--- src/rtl/nice_hw_deque_pkg.sv ---
// Shared types for the hardware deque: command codes and controller states.
package nice_hw_deque_pkg;

  typedef enum logic [1:0] {
    OP_PUSH_FRONT = 2'd0,
    OP_PUSH_BACK  = 2'd1,
    OP_POP_FRONT  = 2'd2,
    OP_POP_BACK   = 2'd3
  } deque_op_e;

  typedef enum logic {
    ST_IDLE = 1'b0,
    ST_ITER = 1'b1
  } deque_state_e;

  function automatic logic is_push(deque_op_e op);
    return (op == OP_PUSH_FRONT) || (op == OP_PUSH_BACK);
  endfunction

endpackage

--- src/rtl/nice_hw_deque_ram.sv ---
// Deque element storage: one synchronous write port, one combinational read port.
module nice_hw_deque_ram #(
  parameter int DATA_W = 32,
  parameter int DEPTH  = 16
) (
  input  logic                     clk,
  input  logic                     wr_en,
  input  logic [$clog2(DEPTH)-1:0] wr_addr,
  input  logic [DATA_W-1:0]        wr_data,
  input  logic [$clog2(DEPTH)-1:0] rd_addr,
  output logic [DATA_W-1:0]        rd_data
);

  logic [DATA_W-1:0] mem [DEPTH];

  // Storage is deliberately not reset; contents are only read where valid.
  always_ff @(posedge clk) begin
    if (wr_en) mem[wr_addr] <= wr_data;
  end

  assign rd_data = mem[rd_addr];

endmodule

--- src/rtl/nice_hw_deque.sv ---
// Double-ended queue over a circular buffer with a front-to-back snapshot stream.
// Optional build macro NICE_HW_DEQUE_STATS_EN adds saturating reject counters
// (ovf_cnt for pushes when full, udf_cnt for pops when empty).
module nice_hw_deque
  import nice_hw_deque_pkg::*;
#(
  parameter int DATA_W = 32,
  parameter int DEPTH  = 16
) (
  input  logic                   clk,
  input  logic                   rst_n,
  input  logic                   op_valid,
  output logic                   op_ready,
  input  logic [1:0]             op_code,
  input  logic [DATA_W-1:0]      op_data,
  output logic                   rsp_valid,
  output logic [DATA_W-1:0]      rsp_data,
  output logic                   rsp_err,
  input  logic                   iter_start,
  output logic                   iter_valid,
  input  logic                   iter_ready,
  output logic [DATA_W-1:0]      iter_data,
  output logic                   iter_last,
  output logic [$clog2(DEPTH):0] size,
  output logic                   empty,
  output logic                   full
`ifdef NICE_HW_DEQUE_STATS_EN
  ,
  output logic [15:0]            ovf_cnt,
  output logic [15:0]            udf_cnt
`endif
);

  localparam int AW = $clog2(DEPTH);
  localparam int SW = AW + 1;

  deque_state_e      state;
  deque_op_e         op;
  logic [AW-1:0]     head, tail, iter_ptr;
  logic [AW-1:0]     head_inc, head_dec, tail_inc, tail_dec;
  logic [SW-1:0]     iter_left;
  logic              accept, reject, is_push_op, wr_en;
  logic [AW-1:0]     wr_addr, rd_addr;
  logic [DATA_W-1:0] rd_data;

  assign op         = deque_op_e'(op_code);
  assign head_inc   = head + AW'(1);
  assign head_dec   = head - AW'(1);
  assign tail_inc   = tail + AW'(1);
  assign tail_dec   = tail - AW'(1);
  assign empty      = (size == '0);
  assign full       = (size == SW'(DEPTH));
  // A pending iter_start takes priority over any command in the same cycle.
  assign op_ready   = (state == ST_IDLE) && !iter_start;
  assign accept     = op_valid && op_ready;
  assign is_push_op = is_push(op);
  assign reject     = is_push_op ? full : empty;
  assign wr_en      = accept && !reject && is_push_op;
  assign wr_addr    = (op == OP_PUSH_FRONT) ? head_dec : tail;

  // Single read port: prefetch the next beat while streaming, otherwise serve pops.
  always_comb begin
    rd_addr = head;
    if (state == ST_ITER)      rd_addr = iter_ptr + AW'(1);
    else if (iter_start)       rd_addr = head;
    else if (op == OP_POP_BACK) rd_addr = tail_dec;
  end

  nice_hw_deque_ram #(.DATA_W(DATA_W), .DEPTH(DEPTH)) u_ram (
    .clk     (clk),
    .wr_en   (wr_en),
    .wr_addr (wr_addr),
    .wr_data (op_data),
    .rd_addr (rd_addr),
    .rd_data (rd_data)
  );

  // Controller: command execution in IDLE, snapshot streaming in ITER.
  always_ff @(posedge clk or negedge rst_n) begin
    if (!rst_n) begin
      state      <= ST_IDLE;
      head       <= '0;
      tail       <= '0;
      size       <= '0;
      iter_ptr   <= '0;
      iter_left  <= '0;
      rsp_valid  <= 1'b0;
      rsp_data   <= '0;
      rsp_err    <= 1'b0;
      iter_valid <= 1'b0;
      iter_last  <= 1'b0;
      iter_data  <= '0;
    end else begin
      rsp_valid <= 1'b0;
      rsp_data  <= '0;
      rsp_err   <= 1'b0;
      case (state)
        ST_IDLE: begin
          if (iter_start) begin
            if (size != '0) begin
              state      <= ST_ITER;
              iter_ptr   <= head;
              iter_left  <= size;
              iter_valid <= 1'b1;
              iter_data  <= rd_data;
              iter_last  <= (size == SW'(1));
            end
          end else if (accept) begin
            rsp_valid <= 1'b1;
            rsp_err   <= reject;
            if (!reject) begin
              unique case (op)
                OP_PUSH_FRONT: begin head <= head_dec; size <= size + SW'(1); end
                OP_PUSH_BACK:  begin tail <= tail_inc; size <= size + SW'(1); end
                OP_POP_FRONT:  begin rsp_data <= rd_data; head <= head_inc; size <= size - SW'(1); end
                OP_POP_BACK:   begin rsp_data <= rd_data; tail <= tail_dec; size <= size - SW'(1); end
              endcase
            end
          end
        end
        ST_ITER: begin
          if (iter_ready) begin
            if (iter_last) begin
              state      <= ST_IDLE;
              iter_valid <= 1'b0;
              iter_last  <= 1'b0;
              iter_data  <= '0;
            end else begin
              iter_ptr  <= iter_ptr + AW'(1);
              iter_left <= iter_left - SW'(1);
              iter_data <= rd_data;
              iter_last <= (iter_left == SW'(2));
            end
          end
        end
        default: state <= ST_IDLE;
      endcase
    end
  end

`ifdef NICE_HW_DEQUE_STATS_EN
  // Saturating counts of rejected pushes (overflow) and pops (underflow).
  always_ff @(posedge clk or negedge rst_n) begin
    if (!rst_n) begin
      ovf_cnt <= '0;
      udf_cnt <= '0;
    end else if (accept && reject) begin
      if (is_push_op) begin
        if (ovf_cnt != 16'hFFFF) ovf_cnt <= ovf_cnt + 16'd1;
      end else begin
        if (udf_cnt != 16'hFFFF) udf_cnt <= udf_cnt + 16'd1;
      end
    end
  end
`endif

endmodule

--- config.mk ---
export PLATFORM = sky130hd
export DESIGN_NAME = nice_hw_deque
export DESIGN_NICKNAME = d
export VERILOG_FILES = /design/src/rtl/nice_hw_deque_pkg.sv /design/src/rtl/nice_hw_deque_ram.sv /design/src/rtl/nice_hw_deque.sv
export SDC_FILE = /design/constraint.sdc
export NUM_CORES = 1
export LEC_CHECK = 0
export ABC_AREA = 1
export CORE_MARGIN = 10
export CORE_UTILIZATION = 30
export CTS_BUF_LIST = sky130_fd_sc_hd__clkbuf_4 sky130_fd_sc_hd__clkbuf_8
export DETAILED_ROUTE_END_ITERATION = 10
export PLACE_DENSITY = 0.5
export SETUP_SLACK_MARGIN = 0.3
export SYNTH_ARGS = -nofsm -noshare
export SYNTH_HDL_FRONTEND = slang
export SYNTH_SLANG_ARGS = --single-unit
--- constraint.sdc ---
create_clock -name clk -period 7.3 [get_ports clk]
set_input_delay 1.46 -clock clk [delete_from_list [all_inputs] [get_ports clk]]
set_output_delay 1.46 -clock clk [all_outputs]
set_load 0.05 [all_outputs]
======== Yosys cells after proc, flatten, opt, wreduce, memory -nomap -nowiden ========
Memories as Yosys holds them, arrays and structs flattened.
Cells that the tools add are included.
operators by class
  add/sub/neg operators ................... 8
  bitwise operators ....................... 3
  muxes and demuxes ....................... 51
  reductions and logical operators ........ 20
  equality and inequality tests ........... 11
operators with widths
  operator               number
  $mux W32               9
  $pmux W32 S2           1
  $mux W4                8
  $pmux W4 S2            3
  $mux W1                21
  $mux W5                4
  $pmux W5 S2            2
  $add A4 B1 Y4 const B  3
  $reduce_and A4 Y1      3
  $reduce_and A5 Y1      2
  $sub A5 B1 Y5 const B  2
  $ne A2 B2 Y1 const B   4
  $sub A4 B1 Y4 const B  2
  $pmux W1 S2            3
  $add A5 B1 Y5 const B  1
  $eq A5 B1 Y1 const B   1
  $eq A5 B2 Y1 const B   1
  $eq A5 B5 Y1 const B   1
  $logic_not A5 Y1       1
  $reduce_bool A5 Y1     1
  $eq A2 B2 Y1 const B   2
  $logic_and A1 B1 Y1    4
  $reduce_bool A2 Y1     2
  $reduce_or A2 Y1       2
  other kinds (7)        10
word-level totals
  bits of input ports ..................... 39
  memories kept ........................... 1
  output and inout bits ................... 76
  register bits ........................... 91
  bits in writable memories ............... 512
memories
  memory     depth  bits a word  rd ports  clocked after memory_dff  write ports  line                     source
  u_ram.mem  16     32           1         0                         1            nice_hw_deque_ram.sv:14  logic [DATA_W-1:0] mem [DEPTH];

======== Longest topological paths before layout ========
Gate-level depths: netlist of run 1.
An unclocked memory read counts as a cell.
  word-level depth ........................ 10
  mapped depth ............................ 13
  gate-level depth less buffers ........... 12

======== By module ========
From an unflattened synthesis of run 1, not the netlist that was laid out.
second synthesis, totals
  cell total of the unflattened synthesis .. 2592
  area, all modules ....................... 26960.9 sq um
modules (own cells, without submodules)
  module             instances  cells each  area each (sq um)
  nice_hw_deque_ram  1          2088        22089.9
  nice_hw_deque      1          504         4870.9

======== Worst setup path after synthesis of run 1 ========
OpenSTA, ideal clock, no wires.
  kind .................................... input-to-reg
  start point ............................. in iter_start
  end point ............................... mem u_ram.mem[10][0] (enable)
  cell stages on the path ................. 5
  data arrival time ....................... 4.147 ns
  path buffers ............................ 0
  setup time .............................. 0.421 ns
  required time ........................... 6.879 ns
  path slack .............................. 2.732 ns
  path through ............................ nor2_1 nand2_1 nor2_1 nand3_1 nor2_1
on the way
  word-level cells in the longest chain between the ends .. 7
RTL lines
  element                            line                     source
  start: declaration                 nice_hw_deque.sv:19      input logic iter_start,
  $logic_not A1 Y1                   nice_hw_deque.sv:54      assign op_ready = (state == ST_IDLE) && !iter_start;
  $logic_and A1 B1 Y1                nice_hw_deque.sv:54
  $logic_and A1 B1 Y1                nice_hw_deque.sv:55      assign accept = op_valid && op_ready;
  $logic_and A1 B1 Y1 (2 in series)  nice_hw_deque.sv:58      assign wr_en = accept && !reject && is_push_op;
  $mux W1                            nice_hw_deque_ram.sv:18  if (wr_en) mem[wr_addr] <= wr_data;
  $mux W1 (not written as such)      nice_hw_deque_ram.sv:18
  end: declaration                   nice_hw_deque_ram.sv:14
No other way between the ends.

======== Final worst setup path of run 1 ========
  start point ............................. in op_code[1]
  end point ............................... mem u_ram.mem[10][19] (enable)
on the way
  word-level cells in the longest chain between the ends .. 8
  elaborated cells on any way between the ends .. 10
  those cells by class .................... 1 x eq/ne; 4 x mux; 5 x reduce/logical
RTL lines
  element                                           line                                          source
  start: declaration                                nice_hw_deque.sv:14                           input logic [1:0] op_code,
  $eq A2 B1 Y1 or $logic_not A2 Y1 (tied branches)  nice_hw_deque_pkg.sv:17, nice_hw_deque.sv:59
  $logic_or A1 B1 Y1                                nice_hw_deque_pkg.sv:17                       return (op == OP_PUSH_FRONT) || (op == OP_PUSH_BACK);
  $mux W1                                           nice_hw_deque.sv:57                           assign reject = is_push_op ? full : empty;
  $logic_not A1 Y1                                  --
  $logic_and A1 B1 Y1 (2 in series)                 nice_hw_deque.sv:58
  $mux W1                                           nice_hw_deque_ram.sv:18
  $mux W1 (not written as such)                     nice_hw_deque_ram.sv:18
Several ways; a longest one is shown, not always the timed one.

==> summary.md, run 1 <==
| Metric | Value |
|---|---|
| #FFs+latches synth | `603` |
| Mux cell area share after synthesis | `0.04580%` |
| Routed length per placed instance | `22.60 um` |
| Vias | `16910` |
| Simple-gate portion of the synthesized area | `22.86%` |
| Max-cap violation count | `0` |
| Average vias per placed instance | `5.062` |
| Final hold vios | `0` |
| Setup CP Type | `primary input to flip-flop` |
| Yosys cell types | `28` |
| H-tree depth reported by CTS | `3` |
| WP data arrival | `4.77 ns` |
| Vias in the first global route | `16740` |
| Residual DRC | `0` |
| Number of endpoints failing setup at the final stage | `0` |
| CTS Hold Bufs | `0` |
| Largest family of logic cells by synthesized area | `simple AND/OR/NAND/NOR gates` |
| Area of the multi-input gates | `6319 um2` |
| CTS tree | `done` |
| Mapped Cells | `2090` |
| WP data required | `7.66 ns` |
| Yosys warns | `0` |
| Resized cells post-CTS | `0` |
| Clock tree buffer depth | `3` |
| IO Port Bufs | `114` |
| Layout area overhead | `17.51%` |
| Combinational share of power | `43.4%` |
| TNS Setup | `0 ns` |
| Core Footprint | `80940 um2` |
| Area share of fa/ha/maj cells after synthesis | `0.5598%` |
| Status | `finished, final reports clean` |
| Clock latency on the worst-skew pair | `0.70 ns` |
| Grt total ovfl | `0` |
| Peak Freq | `226.7 MHz` |
| Root buffer cell | `clkbuf_8` |
| Die Y | `306.3 um` |
| Switching part of the total | `43.24%` |
| First-pass GRT wire length | `112200 um` |
| Sequential Power Share | `32.3%` |
| Final min period | `4.411 ns` |
| Std cell rows | `104` |
| Layout Nets | `2248` |
| Tot Pwr | `12.42 mW` |
| Clock skew | `0.03454 ns` |
| Setup WS post-layout | `2.889 ns` |
| IO Pins | `115` |
| Final ANT Viol Nets | `0` |
| Post-synthesis compound-gate area fraction | `0.9517%` |
| RD Place Congestion | `0.7395` |
| Final Max Slew Viols | `0` |
| Synth area leaders | `edfxtp_1 63%, nand3_1 15%, dfrtp_1 9.3%, nand2_1 6.2%, nor2_1 0.95%` |
| Clock share of power | `24.2%` |
| Most common cell after layout, fill and taps aside | `nand3_1` |
| Mapped Area | `24580 um2` |
| CTS clk-pin slew, worst paths | `0.06 ns` |
| First-pass DRT Iterations | `5` |
| Fillers | `7960` |
| Detailed placement HPWL | `39080 um` |
| Worst slew margin | `21.63%` |
| Post-Route WL | `75490 um` |
| Crit end category | `flip-flop` |
| Seq/Total Area, Yosys | `71.80%` |
| Post-synthesis xor/xnor area fraction | `0.5700%` |
| Layout cells sized above 1 | `9.838%` |
| Initial Util | `30.38%` |
| Period utilisation layout | `60.42%` |
| Total global-route track usage | `15.69%` |
| Setup WS pre-CTS | `2.151 ns` |
| Largest net degree at the start of global routing | `167` |
| RSZ-0062 raised after global routing | `no` |
| Die X | `306.3 um` |
| Reg area | `17650 um2` |
| Slew @ Worst Pin | `1.173 ns` |
| Initial DRC Count | `1471` |
| P_int | `7.051 mW` |
| Leakage Power | `10.50 nW` |
| CP Launch Type | `primary input` |
| Pwr Density | `430.0 nW/um2` |
| Critical Path Fanout Max | `22` |
| Sw power | `5.371 mW` |
| Synth area leader | `edfxtp_1` |
| Synthesized Nets | `2140` |
| Clk sinks | `603` |
| Share of the synthesized area in the top cell type | `62.54%` |
| Initial antenna violation count | `1` |
| Max VDD drop | `0.0004615 V` |
| Syn Area/Cell | `11.76 um2` |
| Total CTS buffers | `98` |
| Commonest cells after routing, fill and taps aside | `753 x nand3_1, 512 x edfxtp_1, 405 x nand2_1` |
| Die footprint | `93800 um2` |
| Hold Crit Class | `flip-flop to flip-flop` |
| Setup bufs post-CTS | `0` |
[routing by layer]
layer | global-route usage (%) | share of wire (%)
met5 | 0 | 0
met4 | 5.074 | 2.2
met3 | 2.950 | 6.5
met2 | 26.40 | 49
met1 | 20.17 | 42
[power by group through the flow]
stage                     logic, mW  clock network [mW]  registers [mW]
final                          5.40                3.01            4.01
after global routing           5.94                3.23            4.03
after CTS                      5.46                3.08            4.02
after detailed placement       5.45                   0            4.08
after global placement         5.42                   0            4.08
after floorplan                3.30                   0            4.41
[registers in the layout, indices dropped and copies added, names as in the netlist]
register	count
head	4
iter_data	32
iter_last	1
iter_left	5
iter_ptr	4
iter_valid	1
rsp_data	32
rsp_err	1
rsp_valid	1
size	5
state	1
tail	4
u_ram.mem	512
[Yosys cell counts, drive strengths merged]
master,instances
a21oi,10
a31oi,1
a32oi,1
buf,94
clkbuf,49
dfrtp,91
edfxtp,512
ha,11
inv,39
mux2,1
nand2,408
nand3,757
nand3b,1
nand4,4
nor2,62
nor3,1
o211ai,3
o21a,3
o21ai,23
o221ai,1
or2,2
xnor2,3
xor2,13
[area by class of cell]
type,instances,share of cell area (%)
clock inverter,43,1.061
multi-input combinational,1305,21.87
antenna,3,0.02599
clock buffer,136,5.829
tap,1060,4.591
sequential,603,61.10
inverter,39,0.5327
timing repair buffer,151,4.989
[worst paths after layout]
| path | from | cells past startpoint | slack [ns] | to |
|---|---|---|---|---|
| max in group asynchronous | rst_n | 2 | 5.23 | rsp_data[18] |
| setup reg to reg | state | 10 | 3.24 | iter_data[17] |
| hold reg to reg | iter_data[28] | 2 | 0.48 | iter_data[28] |
| setup / recovery | op_code[1] | 7 | 2.89 | u_ram.mem[10][19] |
| min in group asynchronous | rst_n | 1 | 0.81 | iter_data[31] |
| hold / removal | iter_data[28] | 2 | 0.48 | iter_data[28] |
[through the flow]
stage	hold slack [ns]	cell area, um2	instances	utilization (%)
3_3_place_gp	0.4683	26890	3158	33.23
2_1_floorplan	0.4761	24580	2090	-
3_5_place_dp	0.4668	26890	3158	33.23
4_1_cts	0.4871	28880	3337	35.69
6_report	0.4812	28890	3340	35.69
5_1_grt	0.4995	28890	3339	35.69
[logic make-up (layout without fill, tap and decap cells)]
logic type                 count (synthesis)  in the layout
and+or+nand+nor                         1235           1235
DFF                                      603            603
buffers and inverters                    182            369
AOI/OAI and AO/OA                         42             42
xor gates and xnor gates                  16             16
adders and majority gates                 11             11
muxes                                      1              1
other                                      0              3
[worst max-delay path, stage by stage]
cell and delay (ns):
clkdlybuf4s50_1 0.62, inv_1 0.26, nand2_1 0.10, nor2_1 0.36, nand3_1 0.45, nor2_4 1.04
buf_4 0.44
(Power assumes the default switching activity.)
==> run 2: changes to the inputs <==
clock period = 4.35 ns   (was 7.3 ns; I/O delays follow)
==> summary.md, run 2 (same netlist as run 1, synthesis figures left out) <==
| Metric | Value |
|---|---|
| Total global-route track usage | `15.17%` |
| Resized cells post-CTS | `0` |
| Initial DRC Count | `1574` |
| Total CTS buffers | `98` |
| Std cell rows | `104` |
| Reg area | `17650 um2` |
| Final min period | `3.477 ns` |
| Vias in the first global route | `16620` |
| Layout Nets | `2269` |
| IO Port Bufs | `114` |
| Sequential Power Share | `32.2%` |
| RD Place Congestion | `0.7463` |
| Status | `finished, final reports clean` |
| Placed insts | `3179` |
| Worst slew margin | `30.43%` |
| Max VDD drop | `0.0005777 V` |
| IO Pins | `115` |
| Setup bufs post-CTS | `0` |
| Critical Path Fanout Max | `6` |
| Clock share of power | `23.6%` |
| Most common cell after layout, fill and taps aside | `nand3_1` |
| Clock tree buffer depth | `3` |
| Residual DRC | `0` |
| RSZ-0062 raised after global routing | `no` |
| CTS tree | `done` |
| Number of endpoints failing setup at the final stage | `0` |
| Grt total ovfl | `0` |
| Crit end category | `primary output` |
| First-pass DRT Iterations | `6` |
| Layout cells sized above 1 | `11.18%` |
| H-tree depth reported by CTS | `3` |
| Root buffer cell | `clkbuf_8` |
| Largest register FFs | `512` |
| Vias | `16860` |
| Post-Route WL | `73340 um` |
| Slew @ Worst Pin | `1.044 ns` |
| Biggest regs | `u_ram.mem x512, iter_data x32, rsp_data x32` |
| Tot Pwr | `20.94 mW` |
| Period utilisation layout | `79.92%` |
| TNS Setup | `0 ns` |
| WP data arrival | `2.61 ns` |
| Clock latency on the worst-skew pair | `0.70 ns` |
| CTS Hold Bufs | `0` |
| Biggest register | `u_ram.mem` |
| Switching part of the total | `42.93%` |
| Finished Cell Area | `29190 um2` |
| Initial antenna violation count | `3` |
| CP Launch Type | `flip-flop` |
| Die footprint | `93800 um2` |
| Sw power | `8.990 mW` |
| Hold Crit Class | `primary input to async pin` |
| Die X | `306.3 um` |
| Peak Freq | `287.6 MHz` |
| Initial Util | `30.38%` |
| Max-cap violation count | `0` |
| Final ANT Viol Nets | `0` |
| Fin cells | `3361` |
| Setup CP Type | `flip-flop to primary output` |
| Area of the multi-input gates | `6319 um2` |
| Commonest cells after routing, fill and taps aside | `753 x nand3_1, 512 x edfxtp_1, 405 x nand2_1` |
| Layout area overhead | `18.73%` |
| First-pass GRT wire length | `109000 um` |
| Final hold vios | `0` |
| WP data required | `3.48 ns` |
| Largest net degree at the start of global routing | `116` |
| P_int | `11.95 mW` |
| Clock skew | `0.03756 ns` |
| Fillers | `7903` |
| Routed length per placed instance | `21.82 um` |
| Clk sinks | `603` |
| Pwr Density | `717.4 nW/um2` |
| Detailed placement HPWL | `40290 um` |
| Placed Area | `27190 um2` |
| CTS clk-pin slew, worst paths | `0.06 ns` |
| Core Footprint | `80940 um2` |
| Leakage Power | `10.68 nW` |
| Combinational share of power | `44.2%` |
| Average vias per placed instance | `5.016` |
| Die Y | `306.3 um` |
| Final Max Slew Viols | `0` |
-- run 2: final timing paths --
kind                                endpoint         start  slack, ns  depth (start not counted)
max in group asynchronous      iter_data[14]         rst_n       3.06                          2
min in group clk                iter_data[3]  iter_data[3]       0.48                          2
hold reg to reg                 iter_data[3]  iter_data[3]       0.48                          2
setup reg to reg           u_ram.mem[13][17]       size[0]       1.35                          8
setup / recovery                       empty       size[0]       0.87                          5
hold / removal                  iter_left[2]         rst_n       0.34                          1
-- run 2: power groups by stage --
stage               Clock (mW)  Sequential (mW)  Combinational (mW)
global placement             0             6.86                9.25
CTS                       5.09             6.75                9.32
global route              5.36             6.77                10.1
finish                    4.95             6.74                9.25
detailed placement           0             6.86                9.28
floorplan                    0             7.40                5.53
-- run 2: cell type report --
type,count,area share (%)
flip-flops and latches,603,60.47
diodes,2,0.01715
well taps,1060,4.543
clock inverters,33,0.6601
multi-input cells,1305,21.65
inverters,39,0.5101
repair buffers,172,5.992
clock buffers,147,6.159
-- run 2: critical path, cell delays in order (launching register included) --
cell	delay [ns]
dfrtp_1	0.46
inv_1	0.16
ha_1	0.20
nand3_1	0.19
inv_1	0.11
clkdlybuf4s50_1	0.80
-- run 2: layer usage --
metal  track usage (%)  part of all wire, %
met5            0.4646                0.087
met4             5.576                  2.6
met3             2.874                  6.1
met2             24.85                   48
met1             19.77                   43
-- run 2: stage by stage --
| stage | utilization [%] | setup WS, ns | hold WS [ns] |
|---|---|---|---|
| 6_report | 36.07 | 0.8735 | 0.3399 |
| 2_1_floorplan | - | 0.3716 | 0.4761 |
| 3_3_place_gp | 33.60 | 0.5967 | 0.4651 |
| 3_5_place_dp | 33.60 | 0.5425 | 0.4658 |
| 4_1_cts | 36.06 | 0.7842 | 0.3441 |
| 5_1_grt | 36.07 | 0.7514 | 0.4181 |
